--- src/rtl/lfsr_checker_16bit.sv ---
// Receive-side PRBS checker for the 16-bit LFSR generator: self-syncs, then flywheels.
// Optional per-bit error counting is enabled with `define LFSR_CHK_BITCNT_EN.
module lfsr_checker_16bit #(
  parameter int unsigned SYNC_COUNT  = 4,
  parameter int unsigned LOSS_THRESH = 3,
  parameter int unsigned CNT_W       = 16
) (
  input  logic             clk,
  input  logic             rst,
  input  logic             en,
  input  logic [15:0]      d,
  input  logic             clr,
  output logic             locked,
  output logic             err_pulse,
  output logic [CNT_W-1:0] err_word_cnt,
  output logic [CNT_W-1:0] bit_err_cnt
);

  typedef enum logic {SEARCH, LOCKED} state_t;

  localparam logic [7:0] SYNC_N = 8'(SYNC_COUNT);
  localparam logic [7:0] LOSS_N = 8'(LOSS_THRESH);

  state_t      state, state_nxt;
  logic [15:0] exp_q, exp_nxt;
  logic [7:0]  run_q, run_nxt;
  logic [7:0]  miss_q, miss_nxt;
  logic        word_err;

  function automatic logic [15:0] nxt(input logic [15:0] x);
    return {x[14:0], x[0] ^ x[7] ^ x[15]};
  endfunction

  always_comb begin
    state_nxt = state;
    exp_nxt   = exp_q;
    run_nxt   = run_q;
    miss_nxt  = miss_q;
    word_err  = 1'b0;
    if (en) begin
      case (state)
        SEARCH: begin
          // reseed from received data every word; zero word is never a match
          exp_nxt = nxt(d);
          if ((d == exp_q) && (d != '0)) run_nxt = run_q + 8'd1;
          else                           run_nxt = '0;
          if (run_nxt == SYNC_N) begin
            state_nxt = LOCKED;
            run_nxt   = '0;
            miss_nxt  = '0;
          end
        end
        LOCKED: begin
          exp_nxt = nxt(exp_q);
          if (d == exp_q) begin
            miss_nxt = '0;
          end else begin
            word_err = 1'b1;
            miss_nxt = miss_q + 8'd1;
            if (miss_nxt == LOSS_N) begin
              state_nxt = SEARCH;
              run_nxt   = '0;
              miss_nxt  = '0;
              exp_nxt   = nxt(d);
            end
          end
        end
        default: state_nxt = SEARCH;
      endcase
    end
  end

  always_ff @(posedge clk or posedge rst) begin
    if (rst) begin
      state     <= SEARCH;
      exp_q     <= '0;
      run_q     <= '0;
      miss_q    <= '0;
      err_pulse <= 1'b0;
    end else begin
      state     <= state_nxt;
      exp_q     <= exp_nxt;
      run_q     <= run_nxt;
      miss_q    <= miss_nxt;
      err_pulse <= word_err;
    end
  end

  assign locked = (state == LOCKED);

  always_ff @(posedge clk or posedge rst) begin
    if (rst)                               err_word_cnt <= '0;
    else if (clr)                          err_word_cnt <= '0;
    else if (word_err && !(&err_word_cnt)) err_word_cnt <= err_word_cnt + 1'b1;
  end

`ifdef LFSR_CHK_BITCNT_EN
  logic [4:0]       pop;
  logic [CNT_W+4:0] bit_sum;

  always_comb begin
    pop = '0;
    for (int unsigned i = 0; i < 16; i++) pop = pop + {4'b0, d[i] ^ exp_q[i]};
    bit_sum = {5'b0, bit_err_cnt} + {{CNT_W{1'b0}}, pop};
  end

  // clamp whole increment at all-ones rather than wrapping the overflow
  always_ff @(posedge clk or posedge rst) begin
    if (rst)         bit_err_cnt <= '0;
    else if (clr)    bit_err_cnt <= '0;
    else if (word_err) begin
      if (|bit_sum[CNT_W+4:CNT_W]) bit_err_cnt <= '1;
      else                         bit_err_cnt <= bit_sum[CNT_W-1:0];
    end
  end
`else
  assign bit_err_cnt = '0;
`endif

endmodule

--- config.mk ---
export PLATFORM = sky130hd
export DESIGN_NAME = lfsr_checker_16bit
export DESIGN_NICKNAME = d
export VERILOG_FILES = /design/src/rtl/lfsr_checker_16bit.sv
export SDC_FILE = /design/constraint.sdc
export NUM_CORES = 1
export LEC_CHECK = 0
export ABC_AREA = 1
export CAP_MARGIN = 20
export CORE_UTILIZATION = 55
export DETAILED_ROUTE_END_ITERATION = 7
export GPL_TIMING_DRIVEN = 0
export PLACE_DENSITY = 0.77
export SYNTH_ARGS = -nofsm -noshare
export SYNTH_HDL_FRONTEND = slang
export SYNTH_SLANG_ARGS = --single-unit
--- constraint.sdc ---
create_clock -name clk -period 2.17 [get_ports clk]
set_input_delay 0.217 -clock clk [delete_from_list [all_inputs] [get_ports clk]]
set_output_delay 0.217 -clock clk [all_outputs]
set_load 0.02 [all_outputs]
==> impl_metrics.toml <==
[status]
run_status = "finished clean"

[logic_synthesis]
async_flop_share_pct = 100
synthAdderAreaFrac_pct = 1.45
yosysUniqueCellTypes = 38
synth_compound_gate_area_share_pct = 9.31
synth.ff_latch_count = 50
postSynth.topFlopCell = "dfrtp_1"
synth.cell_area_um2 = 3450
synthXorXnorAreaFrac_pct = 5.07
syn-instance-count = 497
post_synth_mux_area_share_pct = 0
synth-edff-count = 0
synth_simple_gate_area_share_pct = 35.6
ys_seq_area_share_pct = 36.2
synth_top_family_by_area = "simple AND/OR/NAND/NOR gates"
syn-mean-instance-area_um2 = 6.95
yosys_warnings = 0

[final_layout]
synthToLayoutAreaGrowth_pct = 20.8
filler_cell_count = 509
design.final.nets = 589
final_layout_size_suffix_gt1_share_pct = 13.4
layout.core_utilization_pct = 69.7
layout.cells.most_common = "nand2_1"
mostFrequentLayoutCells = "155 x nand2_1, 55 x inv_1, 51 x nor2_1"
postLayoutCellArea_um2 = 4170
insertedDiodeCount = 0

[route]
num_vias = 3297
wire_per_inst_um = 12.6
antenna_violating_nets_post_route = 0
via_to_cell_ratio = 5.14
drcViolationCount = 0
drt_iter0_markers = 175
totalWireLength_mm = 8.05
drt-pass1-iter-count = 4

[hold_path]
hold_path.class = "input port to asynchronous set/reset pin"

[critical_path]
worstSetupEndpointType = "register"
capture_instance_of_the_worst_register_to_register_path = "err_word_cnt[6]"
start_kind = "register"
timing.setup.critical_path_class = "register to register"
rrSetupSlack_ns = 0.16
timing.critical_path.from = "err_word_cnt[1]"
critPathArrivalTime_ns = 2.22
rr_startpoint = "err_word_cnt[1]"
rr_worst_depth = 11
cp_data_required_time_ns = 2.38
worst-path-max-fanout = 10

[timing]
max_freq_mhz = 498
tightest_slew_ns = 0.531
period_needed_ns = 2.01
grt_setup_unrepaired = "true"
setup_tns_ns = 0
hold_viol = 0
worst_clock_skew_ns = 0.00896
hold_slack_ns = 0.235
final_setup_fails = 0
smallest_setup_slack_after_layout_ns = 0.162
drv_slew = 0
final_min_period_over_clock_period_pct = 92.5
relSlewSlack_pct = 64.6

[pwr]
p_per_area_nw_per_um2 = 738
power.sequential.fraction_pct = 40.8
power.internal_mw = 1.81
power.static_leakage_nw = 2.07
p_switching_mw = 1.27
power_frac_clock_pct = 18.6
switching_share_pct = 41.2
power.combinational.fraction_pct = 40.6
vdd_ir_drop_max_mv = 0.491

[die]
die-height_um = 81.3
die_area_um2 = 6600
core_um2 = 5990
floorplan.initialDensity_pct = 57.7
die_w_um = 81.3
pin_count = 54
rows = 28

[grt]
pin_count_of_the_biggest_net_entering_global_routing = 31
overflow = 0
initial_antenna_violation_count = 0
grtUsageTotal_pct = 25.4
vias_in_the_first_global_route = 2994
wire_length_of_the_first_global_routing_pass_mm = 13.0

[clock_network]
numClockSinks = 50
clock-root-buffer = "clkbuf_8"
tritoncts.num_buffers = 5
worst_skew_pair.late_latency_ns = 0.31
cts_max_path_buffers = 2
ctsHoldBuffers = 0
ctsHtreeMaxLevel = 2
worst_setup_hold_path_clk_slew_ns = 0.10
cts_tree = "done"

[flow_run]
max_cap_violations = 0

[placed_design]
gp_routability_congestion = 0.878
dpl_cell_area_um2 = 3990
detailedPlacementHpwl_mm = 5.93
port-buffer-count = 36
detailedPlace.worstSlack_ns = -0.0979
sequential cells by signal, indices dropped and copies added (netlist names):
name          flops
miss_q            8
locked            1
run_q             8
exp_q            16
err_pulse         1
err_word_cnt     16
cell families after synthesis:
| group | after synthesis |
|---|---|
| flops | 50 |
| fa+ha+maj | 4 |
| xor+xnor | 20 |
| other cells | 1 |
| buf+inv | 88 |
| simple gates | 273 |
| compound gates | 61 |
final cells by class:
type | instances | area, um^2 | share of cell area (%)
buffer | 25 | 188 | 4.50
clock buffer | 5 | 68.8 | 1.65
clock inverter | 3 | 23.8 | 0.570
inverter | 63 | 236 | 5.67
multi-input combinational | 374 | 1860 | 44.6
sequential | 50 | 1250 | 30.0
tap | 75 | 93.8 | 2.25
timing repair buffer | 46 | 448 | 10.7
power by group through the flow:
stage | Clock, mW | Combinational [mW] | Sequential [mW]
2_1_floorplan | 0 | 0.835 | 1.25
3_3_place_gp | 0 | 1.10 | 1.27
3_5_place_dp | 0 | 1.14 | 1.28
4_1_cts | 0.584 | 1.14 | 1.26
5_1_grt | 0.629 | 1.40 | 1.27
6_report | 0.573 | 1.25 | 1.26
synthesized netlist by cell type, types with 2 or more instances:
cell type  instances  area share [%]
nand2_1          155              17
nor2_4             3            0.98
o21ai_1            5            0.72
nand4_1            8             1.4
nor3_1            10             1.4
nor2_1            51             5.5
dfrtp_1           50              36
inv_1             56             6.1
nand3_1           22             3.2
ha_1               4             1.4
nand2_4            3            0.98
xnor2_1            9             2.3
or2_2              2            0.36
clkinv_1           2            0.22
nor3_2             3            0.87
buf_4             16             3.5
clkbuf_1           3            0.33
buf_6              4             1.3
o31ai_1            3            0.65
a21oi_1           27             3.9
nand4_2            2            0.72
inv_2              5            0.54
nand2_2            6             1.1
nor2_2             3            0.54
xor2_1            11             2.8
o21ai_0           22             3.2
metrics by stage:
stage / std cells / total power [mW]
detailed placement: 624 / 2.41
finish: 641 / 3.08
global placement: 623 / 2.37
floorplan: 512 / 2.09
CTS: 632 / 2.98
global route: 641 / 3.30
per-layer routing:
metal / track usage, % / up-vias / part of all wire [%]
met5: 0 / - / 0
met4: 8.39 / 0 / 1.4
met3: 4.16 / 12 / 5.1
met2: 45.1 / 91 / 50
met1: 31.2 / 1525 / 44
li1: - / 1669 / -
how the worst max path moves through the flow:
stage | slack (ns) | end | cells past startpoint
final | 0.16 | err_word_cnt[6] | 11
after global routing | -0.02 | miss_q[0] | 14
after CTS | 0.03 | run_q[2] | 13
after detailed placement | -0.1 | err_word_cnt[12] | 15
after global placement | -0.29 | exp_q[14] | 2
after floorplan | 0.23 | err_word_cnt[10] | 11
worst max-delay path: stages, from the launching register on:
cell,delay (ns)
dfrtp_1,0.41
ha_2,0.23
nand4_2,0.14
nor2_4,0.18
nand4_2,0.15
nor3_2,0.20
nand2_2,0.09
nand2_4,0.11
inv_2,0.05
buf_6,0.13
a21oi_1,0.14
nor2_1,0.07
timing repair:
| action | in CTS | in global routing |
|---|---|---|
| resized for setup | 0 | 18 |
| endpoints found under the setup margin | 0 | 42 |
| buffers inserted | 0 | 9 |
Power figures use the tool's default switching activity.
